--- config.mk ---
export PLATFORM = sky130hd
export DESIGN_NAME = alu_arbiter
export DESIGN_NICKNAME = d
export VERILOG_FILES = /design/src/rtl/alu_arbiter.sv
export SDC_FILE = /design/constraint.sdc
export NUM_CORES = 1
export LEC_CHECK = 0
export ABC_AREA = 1
export BUFFER_PORTS_ARGS = -buffer_cell sky130_fd_sc_hd__buf_2
export CAP_MARGIN = 40
export CORE_AREA = 2 2 131 133
export CTS_BUF_LIST = sky130_fd_sc_hd__clkbuf_8 sky130_fd_sc_hd__clkbuf_16
export DETAILED_ROUTE_END_ITERATION = 16
export DIE_AREA = 0 0 133 135
export PLACE_DENSITY = 0.73
export SKIP_CTS_REPAIR_TIMING = 1
export SLEW_MARGIN = 15
export SYNTH_ARGS = -nofsm -noshare
export SYNTH_HDL_FRONTEND = slang
export SYNTH_SLANG_ARGS = --single-unit
--- constraint.sdc ---
create_clock -name clk -period 4.25 [get_ports clk]
set_clock_uncertainty 0.15 [all_clocks]
set_input_delay 1.0625 -clock clk [delete_from_list [all_inputs] [get_ports clk]]
set_output_delay 1.0625 -clock clk [all_outputs]
set_load 0.02 [all_outputs]
--- src/rtl/alu_arbiter.sv ---
// Round-robin valid/ready front end for the shared combinational ALU.
// Owns the architectural flags and times MUL/DIV as multicycle paths.
module alu_arbiter #(
  parameter int unsigned MUL_CYCLES = 2,
  parameter int unsigned DIV_CYCLES = 8
) (
  input  logic        clk,
  input  logic        rst_n,

  input  logic        req0_valid,
  output logic        req0_ready,
  input  logic [13:0] req0_cntl,
  input  logic [31:0] req0_opnd0,
  input  logic [31:0] req0_opnd1,

  input  logic        req1_valid,
  output logic        req1_ready,
  input  logic [13:0] req1_cntl,
  input  logic [31:0] req1_opnd0,
  input  logic [31:0] req1_opnd1,

  output logic        rsp_valid,
  input  logic        rsp_ready,
  output logic        rsp_id,
  output logic [31:0] rsp_result,
  output logic [5:0]  rsp_status,
  output logic        rsp_err,

  output logic [13:0] alu_cntl,
  output logic [31:0] alu_opnd0,
  output logic [31:0] alu_opnd1,
  output logic [5:0]  alu_status_in,
  input  logic [5:0]  alu_status_out,
  input  logic [31:0] alu_result,

  output logic [5:0]  flags,
  input  logic        flags_ld,
  input  logic [5:0]  flags_ld_val,
  output logic        busy
);

  localparam int unsigned CNTL_W  = 14;
  localparam int unsigned DATA_W  = 32;
  localparam int unsigned STAT_W  = 6;
  localparam int unsigned MAX_LAT = (MUL_CYCLES > DIV_CYCLES) ? MUL_CYCLES : DIV_CYCLES;
  localparam int unsigned CNT_W   = (MAX_LAT > 1) ? $clog2(MAX_LAT) : 1;

  // ALU control word opcode bit positions
  localparam int unsigned OP_ADD = 0;
  localparam int unsigned OP_SUB = 1;
  localparam int unsigned OP_AND = 2;
  localparam int unsigned OP_OR  = 3;
  localparam int unsigned OP_XOR = 4;
  localparam int unsigned OP_MUL = 5;

  typedef enum logic [1:0] {
    ST_IDLE = 2'd0,
    ST_EXEC = 2'd1,
    ST_HOLD = 2'd2
  } state_e;

  typedef struct packed {
    logic              id;
    logic [CNTL_W-1:0] cntl;
    logic [DATA_W-1:0] opnd0;
    logic [DATA_W-1:0] opnd1;
  } issue_t;

  state_e            state_q, state_d;
  logic              last_grant_q, last_grant_d;
  issue_t            issue_q, issue_d;
  logic [CNT_W-1:0]  cnt_q, cnt_d;
  logic [STAT_W-1:0] flags_q, flags_d;
  logic              rsp_valid_q, rsp_valid_d;
  logic              rsp_id_q, rsp_id_d;
  logic [DATA_W-1:0] rsp_result_q, rsp_result_d;
  logic [STAT_W-1:0] rsp_status_q, rsp_status_d;
  logic              rsp_err_q, rsp_err_d;

  logic              grant0_c, grant1_c;
  logic [CNTL_W-1:0] sel_cntl_c;
  logic              issue_div_c, issue_div0_c;

  // Exec cycles minus one; single-cycle ops outrank MUL, anything else is a divide
  function automatic logic [CNT_W-1:0] lat_m1(input logic [CNTL_W-1:0] c);
    if (c[OP_ADD] | c[OP_SUB] | c[OP_AND] | c[OP_OR] | c[OP_XOR]) return '0;
    if (c[OP_MUL]) return CNT_W'(MUL_CYCLES - 1);
    return CNT_W'(DIV_CYCLES - 1);
  endfunction

  // Both valid: the requester that did not win last time goes first
  assign grant0_c   = req0_valid & (~req1_valid | last_grant_q);
  assign grant1_c   = req1_valid & (~req0_valid | ~last_grant_q);
  assign sel_cntl_c = grant1_c ? req1_cntl : req0_cntl;

  assign issue_div_c  = ~(issue_q.cntl[OP_ADD] | issue_q.cntl[OP_SUB] | issue_q.cntl[OP_AND] |
                          issue_q.cntl[OP_OR]  | issue_q.cntl[OP_XOR] | issue_q.cntl[OP_MUL]);
  assign issue_div0_c = issue_div_c & (issue_q.opnd1 == '0);

  always_ff @(posedge clk or negedge rst_n) begin
    if (!rst_n) state_q <= ST_IDLE;
    else        state_q <= state_d;
  end

  always_comb begin
    state_d      = state_q;
    last_grant_d = last_grant_q;
    issue_d      = issue_q;
    cnt_d        = cnt_q;
    flags_d      = flags_q;
    rsp_valid_d  = rsp_valid_q;
    rsp_id_d     = rsp_id_q;
    rsp_result_d = rsp_result_q;
    rsp_status_d = rsp_status_q;
    rsp_err_d    = rsp_err_q;
    req0_ready   = 1'b0;
    req1_ready   = 1'b0;
    alu_cntl     = '0;
    alu_opnd0    = '0;
    alu_opnd1    = '0;

    case (state_q)
      ST_IDLE: begin
        if (flags_ld) flags_d = flags_ld_val;
        if (grant0_c | grant1_c) begin
          req0_ready    = grant0_c;
          req1_ready    = grant1_c;
          issue_d.id    = grant1_c;
          issue_d.cntl  = sel_cntl_c;
          issue_d.opnd0 = grant1_c ? req1_opnd0 : req0_opnd0;
          issue_d.opnd1 = grant1_c ? req1_opnd1 : req0_opnd1;
          last_grant_d  = grant1_c;
          cnt_d         = lat_m1(sel_cntl_c);
          state_d       = ST_EXEC;
        end
      end

      ST_EXEC: begin
        // Divider is never fed a zero divisor; the result is discarded anyway
        alu_cntl  = issue_q.cntl;
        alu_opnd0 = issue_q.opnd0;
        alu_opnd1 = issue_div0_c ? DATA_W'(1) : issue_q.opnd1;
        if (cnt_q == '0) begin
          rsp_valid_d = 1'b1;
          rsp_id_d    = issue_q.id;
          rsp_err_d   = issue_div0_c;
          if (issue_div0_c) begin
            rsp_result_d = '0;
            rsp_status_d = flags_q;
          end else begin
            rsp_result_d = alu_result;
            rsp_status_d = alu_status_out;
            flags_d      = alu_status_out;
          end
          state_d = ST_HOLD;
        end else begin
          cnt_d = cnt_q - CNT_W'(1);
        end
      end

      ST_HOLD: begin
        if (rsp_ready) begin
          rsp_valid_d = 1'b0;
          state_d     = ST_IDLE;
        end
      end

      default: state_d = ST_IDLE;
    endcase
  end

  always_ff @(posedge clk or negedge rst_n) begin
    if (!rst_n) begin
      last_grant_q <= 1'b1;
      issue_q      <= '0;
      cnt_q        <= '0;
      flags_q      <= '0;
      rsp_valid_q  <= 1'b0;
      rsp_id_q     <= 1'b0;
      rsp_result_q <= '0;
      rsp_status_q <= '0;
      rsp_err_q    <= 1'b0;
    end else begin
      last_grant_q <= last_grant_d;
      issue_q      <= issue_d;
      cnt_q        <= cnt_d;
      flags_q      <= flags_d;
      rsp_valid_q  <= rsp_valid_d;
      rsp_id_q     <= rsp_id_d;
      rsp_result_q <= rsp_result_d;
      rsp_status_q <= rsp_status_d;
      rsp_err_q    <= rsp_err_d;
    end
  end

  assign rsp_valid     = rsp_valid_q;
  assign rsp_id        = rsp_id_q;
  assign rsp_result    = rsp_result_q;
  assign rsp_status    = rsp_status_q;
  assign rsp_err       = rsp_err_q;
  assign flags         = flags_q;
  assign alu_status_in = flags_q;
  assign busy          = (state_q != ST_IDLE);

endmodule

; After elaboration in Yosys (flattened, before gate mapping)
; Cells that the tools add are included.
; Widths: inputs -> output; s select.
[classes]
addsub = 1
n_eq_ne = 7
mux = 37
bitwise_logic = 19
n_reduce_logical = 12
[ops]
columns = operator, n
row1 = $mux 32, 6
row2 = $logic_not 32->1, 1
row3 = $mux 14, 2
row4 = $mux 3, 6
row5 = $mux 6, 3
row6 = $mux 1, 13
row7 = $or 1x1->1, 12
row8 = $pmux 6 s2, 1
row9 = $reduce_and 3->1, 4
row10 = $ne 2x2->1 const B, 5
row11 = $mux 2, 3
row12 = $pmux 2 s3, 1
row13 = $pmux 3 s2, 1
row14 = $reduce_bool 2->1, 3
row15 = $not 1->1, 4
row16 = $reduce_and 2->1, 2
row17 = $and 1x1->1, 3
row18 = $logic_not 3->1, 1
row19 = $sub 3x1->3 const B, 1
row20 = $eq 2x1->1 const B, 1
row21 = $eq 2x2->1 const B, 1
row22 = $logic_not 2->1, 1
row23 = $pmux 1 s2, 1
[totals]
register_bits = 132
in_bits = 206
out_inout_bits = 134
elab_cells = 89

; Longest topological paths before layout
; Gate-level depths: netlist (run 1).
[depth]
depth_word = 18
depth_mapped = 11
depth_no_buf = 10

; Worst setup path after synthesis (run 1)
; No wires, ideal clock.
[synth_timing]
kind = input to output
startpoint = input port req1_valid
endpoint = output port req0_ready
arrival_ns = 1.797
required_ns = 3.038
path_slack_ns = 1.241
cell_stages = 3
n_path_buf = 2
cell_sequence = buf_2 buf_1 a21oi_1
[synth_between]
elab_chain_len = 6
elab_cells_between_ends = 7
cone_classes = mux: 2 / bitwise: 5
[synth_lines]
columns = item, line
row1 = "start, declared", 16  ; input logic req1_valid,
row2 = $not 1->1, 92  ; assign grant0_c = req0_valid & (~req1_valid | last_grant_q);
row3 = $or 1x1->1, 92
row4 = $and 1x1->1, 92
row5 = $or 1x1->1, 125  ; if (grant0_c | grant1_c) begin
row6 = $mux 1 *, 125
row7 = $mux 1 *, 122  ; case (state_q)
row8 = "end, declared", 11  ; output logic req0_ready,
; Mark *: on every way between the ends. The rest lies on a longest branch, timed or not.

; Final worst setup path (run 1)
[layout_timing]
startpoint = input port req1_valid
endpoint = output port req1_ready
[layout_between]
elab_chain_len = 6
elab_cells_between_ends = 7
cone_classes = mux: 2 / bitwise: 5
[layout_lines]
columns = item, line
row1 = $not 1->1, 92
row2 = $or 1x1->1, 92
row3 = $and 1x1->1, 92
row4 = $or 1x1->1, 125
row5 = $mux 1 *, 125
row6 = $mux 1 *, 122
row7 = "end, declared", 17  ; output logic req1_ready,
; Marked as above.

==> flow_summary.json, run 1 <==
{
  "status": "complete, no violations",
  "most-common-layout-cells": "buf_2, nand2_1, nor2_1",
  "place_ws_ns": 0.9502,
  "synth_nets": 1135,
  "synth_mux_area_share_pct": 0.1466,
  "grt_first_pass_wirelength_mm": 32.69,
  "worstRegToRegCells": 8,
  "wirelength_mm": 20.94,
  "min_period_over_period_pct": 77.62,
  "postSynthAreaPerCell_um2": 7.364,
  "maxCapViolCount": 0,
  "synth_edf_count": 0,
  "rsz0062_at_grt": "no",
  "finalPower_w": 0.007654,
  "grt_max_degree": 105,
  "fp.dieH_um": 135,
  "ys_seq_area_share_pct": 48.41,
  "cp-end-kind": "primary output",
  "syn-instance-count": 927,
  "fin_util_pct": 56.41,
  "synth_ff_type": "dfrtp_1",
  "seq_area_um2": 3304,
  "cp.required_ns": 3.04,
  "worstMarginPinSlew_ns": 0.7949,
  "numCtsBuffers": 17,
  "yosys.cell_types.count": 27,
  "setup_violations": 0,
  "synth_xor_area_share_pct": 0,
  "synth_simple_gate_area_share_pct": 32.88,
  "antenna_found_initial": 0,
  "worstSkewPairLatency_ns": 0.41,
  "die_w_um": 133,
  "drt_iter0_markers": 423,
  "dieArea_um2": 17960,
  "clk_pin_slew_ns": 0.06,
  "core_area_um2": 16410,
  "holdPathEnd": "rsp_result[28]$_DFFE_PN0P_",
  "yosysWarningCount": 0,
  "max_freq_ghz": 0.3031,
  "cts_root_buf": "clkbuf_16",
  "io_buffers": 339,
  "reg2reg_setup_slack_ns": 1.63,
  "multi_input_area_um2": 2844,
  "drtAntennaViolNets": 0,
  "drv_slew": 0,
  "num_rows": 47,
  "critical_path.startpoint_type": "primary input",
  "fin_crit_ns": 3.299,
  "synth_top_family_by_area": "simple AND/OR/NAND/NOR gates",
  "ctsLongestPathBuffers": 2,
  "synth_area_um2": 6827,
  "drive_gt1_share_pct": 32.74,
  "wl_per_cell_um": 14.31,
  "synth_compound_area_share_pct": 8.156,
  "reg2reg_from": "state_q[1]$_DFFE_PN0P_",
  "syn_to_final_growth_pct": 35.58,
  "post-dp-hpwl_mm": 15.13,
  "routed_via_density": 4.857,
  "mostFrequentLayoutCell": "buf_2",
  "relSlewSlack_pct": 47.01,
  "place_congestion": 0.8363,
  "cts_tree": "built",
  "hold_viol_final": 0,
  "fill_cells": 1592,
  "crit_fanout": 32,
  "critPathArrivalTime_ns": 2.09,
  "min_from": "rsp_result[28]$_DFFE_PN0P_",
  "grt_usage_pct": 22.99,
  "first_pass_iters": 5,
  "hold_path.class": "reg2reg",
  "synth_adder_area_share_pct": 0.3666,
  "nets": 1438,
  "holdWs_ns": 0.3230,
  "whs_path_depth": 2,
  "critPathKind": "in2out",
  "ir_drop_v": 0.0003582,
  "setup-tns-final_ns": 0,
  "worstReg2RegEnd": "rsp_result[6]$_DFFE_PN0P_",
  "clock_sinks": 132,
  "gr-total-overflow": 0,
  "p_leak_nw": 5.252,
  "htree_num_levels": 4,
  "ys_ff_latch": 132,
  "vias": 7106,
  "finalWorstSetupSlack_ns": 0.9512,
  "p_per_area_nw_per_um2": 827.0,
  "diodes": 0,
  "drcViolationCount": 0,
  "grt_pass1_vias": 6617,
  "synthArstFlopShare_pct": 100.0,
  "io_pins": 340,
  "initial_core_util_pct": 41.61
}
[per-stage QoR]
step / area (µm²) / instances
final: 9255 / 1463
after global placement: 8563 / 1428
after CTS: 9255 / 1463
after floorplan: 6827 / 927
after detailed placement: 8626 / 1431
after global routing: 9255 / 1463
[worst max-delay path by stage]
stage / startpoint / to / slack (ns) / cells past startpoint
after floorplan: req1_valid / req0_ready / 1.24 / 3
after global placement: req1_valid / req1_ready / 0.96 / 4
after detailed placement: req1_valid / req1_ready / 0.95 / 4
after CTS: req1_valid / req1_ready / 0.94 / 4
after global routing: req1_valid / req1_ready / 0.85 / 4
final: req1_valid / req1_ready / 0.95 / 4
[power breakdown]
group	switching, W	internal (W)	total, W
registers	0.000392	0.00190	0.00229
clock network	0.000608	0.000961	0.00157
logic	0.00255	0.00125	0.00380
[layout make-up]
type	count	share of cell area, %
Inverter	93	3.826
Sequential cell	132	35.70
Timing Repair Buffer	348	19.97
Clock inverter	14	2.055
Clock buffer	18	4.745
Multi-Input combinational cell	638	30.73
Tap cell	220	2.974
[layer usage]
layer | part of all wire [%] | track usage, % | vias to the layer above
met4 | 2.7 | 8.423 | 0
li1 | - | - | 3527
met1 | 40 | 28.02 | 3233
met3 | 7.9 | 6.381 | 40
met5 | 0 | 0 | -
met2 | 49 | 39.12 | 306
[synthesized netlist by cell type (2+ instances only)]
master,number,area (µm²)
nor2_1,191,716.9
buf_1,13,48.80
inv_1,88,330.3
o21ai_0,13,65.06
clkbuf_1,16,60.06
a21oi_1,4,20.02
buf_4,8,60.06
inv_2,4,15.01
nand3_1,90,450.4
nand2_2,13,81.33
buf_6,2,22.52
ha_1,2,25.02
dfrtp_1,131,3278
a31oi_1,73,456.7
nand2_1,240,900.9
buf_2,24,120.1
nand4_1,2,12.51
nor2_4,4,45.04
[state kept, by name, summed over array words and instances, names as in the netlist]
name,count
state_q,2
rsp_err,1
issue_q,79
rsp_valid,1
last_grant_q,1
rsp_result,32
rsp_status,6
alu_status_in,6
cnt_q,3
rsp_id,1
[cell families after synthesis]
logic type / count (synthesis)
mux: 1
buf+inv: 157
simple gates: 543
fa+ha+maj: 2
compound gates: 92
flops: 132
[worst max-delay path, stage by stage]
cell and delay (ns):
buf_2 0.52, nand2_2 0.16, nor2_1 0.15, buf_2 0.19
No activity file was read; power rests on OpenSTA's default activity.
==> inputs of run 2 (changes only) <==
--- a/config.mk
+++ b/config.mk
@@ -8,11 +8,12 @@
 export ABC_AREA = 1
 export BUFFER_PORTS_ARGS = -buffer_cell sky130_fd_sc_hd__buf_2
 export CAP_MARGIN = 40
-export CORE_AREA = 2 2 131 133
+export CORE_ASPECT_RATIO = 0.6
+export CORE_MARGIN = 2
+export CORE_UTILIZATION = 46
 export CTS_BUF_LIST = sky130_fd_sc_hd__clkbuf_8 sky130_fd_sc_hd__clkbuf_16
 export DETAILED_ROUTE_END_ITERATION = 16
-export DIE_AREA = 0 0 133 135
-export PLACE_DENSITY = 0.73
+export PLACE_DENSITY = 0.8
 export SKIP_CTS_REPAIR_TIMING = 1
 export SLEW_MARGIN = 15
 export SYNTH_ARGS = -nofsm -noshare
==> constraint.sdc (replaced) <==
create_clock -name clk -period 3.1 [get_ports clk]
set_clock_uncertainty 0.15 [all_clocks]
set_input_delay 0.775 -clock clk [delete_from_list [all_inputs] [get_ports clk]]
set_output_delay 0.775 -clock clk [all_outputs]
set_load 0.02 [all_outputs]
==> run 2 against run 1 <==
Net effect:
- critical endpoint is now alu_opnd1[0]
- flip-flop and latch count did not move
- via count rose by 0.34%
- count of clock-buffer cells in the layout did not move
- clock power rose by 29%
- critical path depth rose by 6
- setup slack got worse by 0.77 ns
- register-to-register slack got worse by 0.64 ns
- final cell count fell by 1.1%
- combinational power rose by 38%
- first-iteration DRC count rose by 39%
==> flow_summary.json, run 2 (synthesis gave the netlist of run 1 again) <==
{
  "crit_fanout": 7,
  "fin_crit_ns": 2.919,
  "first_pass_iters": 5,
  "relSlewSlack_pct": 47.22,
  "max_freq_ghz": 0.3425,
  "fill_cells": 1299,
  "post-dp-hpwl_mm": 15.28,
  "setup_violations": 0,
  "clock_sinks": 132,
  "drv_slew": 0,
  "grt_max_degree": 75,
  "io_buffers": 339,
  "drt_iter0_markers": 586,
  "antenna_found_initial": 3,
  "syn_to_final_growth_pct": 34.66,
  "status": "complete, no violations",
  "grt_usage_pct": 26.20,
  "fp.dieH_um": 98.36,
  "critical_path.startpoint_type": "flip-flop",
  "place_congestion": 0.8645,
  "ctsLongestPathBuffers": 2,
  "most-common-layout-cells": "buf_2, nand2_1, nor2_1",
  "rsz0062_at_grt": "no",
  "core_area_um2": 14510,
  "wirelength_mm": 20.87,
  "multi_input_area_um2": 2844,
  "hold_path.class": "in2async",
  "drtAntennaViolNets": 0,
  "dpl-instance-area_um2": 8593,
  "reg2reg_from": "state_q[1]$_DFFE_PN0P_",
  "dieArea_um2": 15860,
  "cp.required_ns": 2.17,
  "grt_pass1_vias": 6673,
  "regMostFlops": "issue_q",
  "p_leak_nw": 5.234,
  "hold_viol_final": 0,
  "critPathArrivalTime_ns": 1.99,
  "die_w_um": 161.3,
  "min_period_over_period_pct": 94.17,
  "mostFrequentLayoutCell": "buf_2",
  "drcViolationCount": 0,
  "vias": 7130,
  "largest_reg_flops": 79,
  "drive_gt1_share_pct": 32.83,
  "clk_pin_slew_ns": 0.06,
  "gr-total-overflow": 0,
  "cp-end-kind": "primary output",
  "initial_core_util_pct": 47.06,
  "cts_tree": "built",
  "worstSkewPairLatency_ns": 0.40,
  "p_per_area_nw_per_um2": 1128,
  "grt_first_pass_wirelength_mm": 33.15,
  "htree_num_levels": 4,
  "num_rows": 34,
  "critPathKind": "reg2out",
  "worstMarginPinSlew_ns": 0.7918,
  "setup-tns-final_ns": 0,
  "stdcell_area_um2": 9193,
  "numCtsBuffers": 17,
  "maxCapViolCount": 0,
  "seq_area_um2": 3304,
  "io_pins": 340,
  "cts_root_buf": "clkbuf_16",
  "wl_per_cell_um": 14.42,
  "crit_start": "issue_q[20]$_DFFE_PN0P_",
  "nets": 1441,
  "ir_drop_v": 0.0004624,
  "routed_via_density": 4.927
}
==> run 2: worst paths after layout <==
path	endpoint	slack, ns	cells past startpoint
max	alu_opnd1[0]	0.18	10
min	rsp_result[7]$_DFFE_PN0P_	0.16	1
max reg2reg	rsp_result[16]$_DFFE_PN0P_	0.99	7
min reg2reg	rsp_result[28]$_DFFE_PN0P_	0.32	2
max in group asynchronous	issue_q[34]$_DFFE_PN0P_	1.86	2
min in group clk	rsp_result[28]$_DFFE_PN0P_	0.32	2
==> run 2: layout make-up <==
type,instances,share of cell area (%)
Tap cell,198,2.695
Clock inverter,14,1.661
Sequential cell,132,35.95
Antenna cell,3,0.08167
Clock buffer,18,4.777
Inverter,93,3.852
Timing Repair Buffer,351,20.05
Multi-Input combinational cell,638,30.94
==> run 2: where the power goes <==
group | internal, W | switching, W | leakage (nW) | total (W)
Sequential | 0.00260 | 0.000516 | 1.54 | 0.00312
Combinational | 0.00172 | 0.00352 | 3.41 | 0.00524
Clock | 0.00122 | 0.000799 | 0.285 | 0.00202
Total | 0.00553 | 0.00483 | 5.23 | 0.0104
==> run 2: worst max-delay path, stage by stage, from the launching register on <==
cell and delay, ns:
dfrtp_1 0.38, inv_1 0.08, nand2_1 0.06, nor2_1 0.17
nand2_1 0.13, nor2_4 0.24, nand2_4 0.13, clkinv_4 0.09
nor2_1 0.04, nor2_1 0.07, buf_2 0.19
==> run 2: per-stage QoR <==
stage	utilization [%]	cells	power (W)	setup WS, ns	hold WS [ns]
3_5_place_dp	59.24	1412	0.008399	0.4933	0.3097
3_3_place_gp	59.24	1412	0.008294	0.5114	0.3070
5_1_grt	63.35	1446	0.01115	0.06493	0.1740
2_1_floorplan	-	927	0.006719	0.6658	0.3030
4_1_cts	63.32	1444	0.01044	0.1719	0.1593
6_report	63.37	1447	0.01037	0.1807	0.1558
==> run 2: routing by layer <==
layer / GRT usage (%) / share of wire, % / up-vias
met4: 8.173 / 1.7 / 0
met1: 35.00 / 43 / 3285
met2: 42.36 / 47 / 280
li1: - / - / 3538
met3: 6.542 / 7.9 / 27
met5: 0 / 0 / -
==> inputs of run 3 (changes only) <==
--- a/config.mk
+++ b/config.mk
@@ -8,12 +8,14 @@
 export ABC_AREA = 1
 export BUFFER_PORTS_ARGS = -buffer_cell sky130_fd_sc_hd__buf_2
 export CAP_MARGIN = 40
+export CELL_PAD_IN_SITES_DETAIL_PLACEMENT = 1
+export CELL_PAD_IN_SITES_GLOBAL_PLACEMENT = 1
 export CORE_ASPECT_RATIO = 0.6
 export CORE_MARGIN = 2
-export CORE_UTILIZATION = 46
+export CORE_UTILIZATION = 32
 export CTS_BUF_LIST = sky130_fd_sc_hd__clkbuf_8 sky130_fd_sc_hd__clkbuf_16
 export DETAILED_ROUTE_END_ITERATION = 16
-export PLACE_DENSITY = 0.8
+export PLACE_DENSITY_LB_ADDON = 0.1
 export SKIP_CTS_REPAIR_TIMING = 1
 export SLEW_MARGIN = 15
 export SYNTH_ARGS = -nofsm -noshare
==> run 3 against run 2 <==
Net effect:
- flip-flop and latch count did not move
- non-clock buffer count rose by 3
- critical endpoint unchanged
- global-route usage fell by 3.8 points
- worst hold slack improved by 0.033 ns
- power rose by 3.0%
- count of clock-buffer cells in the layout did not move
- die area rose by 42%
- clock power rose by 6%
- via count rose by 0.41%
- routed wire length rose by 21%
- final cell count rose by 5.9%
- largest cell class unchanged
==> flow_summary.json, run 3 (synthesis gave the netlist of run 1 again) <==
{
  "vias": 7159,
  "critPathArrivalTime_ns": 1.96,
  "first_pass_iters": 4,
  "hold_viol_final": 0,
  "seq_area_um2": 3304,
  "cp_slowest_cell": "dfrtp_1",
  "worstSkewPairLatency_ns": 0.42,
  "finalPower_w": 0.01068,
  "htree_num_levels": 4,
  "die_w_um": 192.6,
  "syn_to_final_growth_pct": 37.26,
  "setup-tns-final_ns": 0,
  "wl_per_cell_um": 16.43,
  "numCtsBuffers": 17,
  "grt_pass1_vias": 7125,
  "min_period_over_period_pct": 92.91,
  "top_layer": "met5",
  "io_pins": 340,
  "clk_pin_slew_ns": 0.07,
  "ctsLongestPathBuffers": 2,
  "crit_fanout": 7,
  "routed_via_density": 4.673,
  "fill_cells": 2751,
  "regMostFlops": "issue_q",
  "most-common-layout-cells": "buf_2, nand2_1, nor2_1",
  "drt_iter0_markers": 298,
  "status": "complete, no violations",
  "wirelength_mm": 25.17,
  "gr-total-overflow": 0,
  "crit_top_cell": "nor2_1",
  "cts_root_buf": "clkbuf_16",
  "grt_max_degree": 85,
  "grt_usage_pct": 22.41,
  "p_leak_nw": 5.271,
  "drive_gt1_share_pct": 32.96,
  "cts_tree": "built",
  "grt_first_pass_wirelength_mm": 38.61,
  "worstMarginPinSlew_ns": 0.8134,
  "place_congestion": 0.8257,
  "drv_slew": 0,
  "p_per_area_nw_per_um2": 1139,
  "crit_buf_inv": 2,
  "clock_sinks": 132,
  "relSlewSlack_pct": 45.78,
  "fin_util_pct": 44.66,
  "critPathKind": "reg2out",
  "cp-end-kind": "primary output",
  "path_cells": "nor2_1 -> nand2_1 -> nor2_1 -> nand2_1 -> nor2_4 -> nand2_4 -> clkinv_4 -> nor2_1 -> nor2_1 -> buf_2",
  "core_area_um2": 20980,
  "wl_met3_mm": 1.968,
  "hold_path.class": "in2async",
  "cp.required_ns": 2.17,
  "dieArea_um2": 22560,
  "nets": 1444,
  "maxCapViolCount": 0,
  "num_rows": 41,
  "fin_crit_ns": 2.880,
  "fp.dieH_um": 117.1,
  "post-dp-hpwl_mm": 18.58,
  "slowest_delay_ns": 0.39,
  "wl_met1_mm": 11.68,
  "rsz0062_at_grt": "no",
  "critical_path.startpoint_type": "flip-flop",
  "io_buffers": 339,
  "antenna_found_initial": 8,
  "route.met2.wl_mm": 11.09,
  "mostFrequentLayoutCell": "buf_2",
  "drcViolationCount": 0,
  "multi_input_area_um2": 2849,
  "setup_violations": 0,
  "reg2reg_setup_slack_ns": 0.99,
  "cp_top_family": "simple AND/OR/NAND/NOR gates",
  "largest_reg_flops": 79,
  "initial_core_util_pct": 32.54,
  "max_freq_ghz": 0.3472,
  "drtAntennaViolNets": 0,
  "ir_drop_v": 0.0004328
}
[run 3: cell count changes in the layout (fill, tap and decap cells not counted), sizes merged]
cell      previous run  this run
inv                 97        93
buf                351       354
diode                3         6
bufinv               2         4
clkinv               5         7
clkinvlp             3         1
[run 3: final timing paths]
check	start	to	cells after the start
min in group clk	rsp_result[16]$_DFFE_PN0P_	rsp_result[16]$_DFFE_PN0P_	2
max in group asynchronous	rst_n	issue_q[26]$_DFFE_PN0P_	2
min reg2reg	rsp_result[16]$_DFFE_PN0P_	rsp_result[16]$_DFFE_PN0P_	2
min	rst_n	issue_q[21]$_DFFE_PN0P_	1
max	issue_q[0]$_DFFE_PN0P_	alu_opnd1[0]	10
max reg2reg	state_q[1]$_DFFE_PN0P_	rsp_result[15]$_DFFE_PN0P_	8
[run 3: where the power goes]
group	leakage (nW)	total, W	internal (W)	switching [W]
clock network	0.302	0.00215	0.00136	0.000789
registers	1.54	0.00311	0.00260	0.000511
logic	3.43	0.00541	0.00174	0.00368
[run 3: area by class of cell]
class | count | area share [%]
sequential | 132 | 35.27
multi-input combinational | 638 | 30.40
clock inverter | 12 | 1.936
timing repair buffer | 354 | 20.04
clock buffer | 18 | 4.687
inverter | 93 | 3.779
antenna | 6 | 0.1602
tap | 279 | 3.725
[run 3: per-layer routing]
layer | vias up | global-route usage, %
li1 | 3546 | -
met1 | 3341 | 30.31
met2 | 232 | 34.80
met3 | 32 | 6.738
met4 | 8 | 6.819
met5 | - | 0
[run 3: through the flow]
stage	instances	setup WS, ns	area, µm²	hold WS (ns)
final	1532	0.2198	9370	0.1889
after global routing	1529	0.04400	9363	0.2323
after CTS	1526	0.1649	9355	0.2293
after detailed placement	1496	0.5332	8735	0.3094
after global placement	1496	0.5826	8735	0.3075
after floorplan	927	0.6658	6827	0.3030
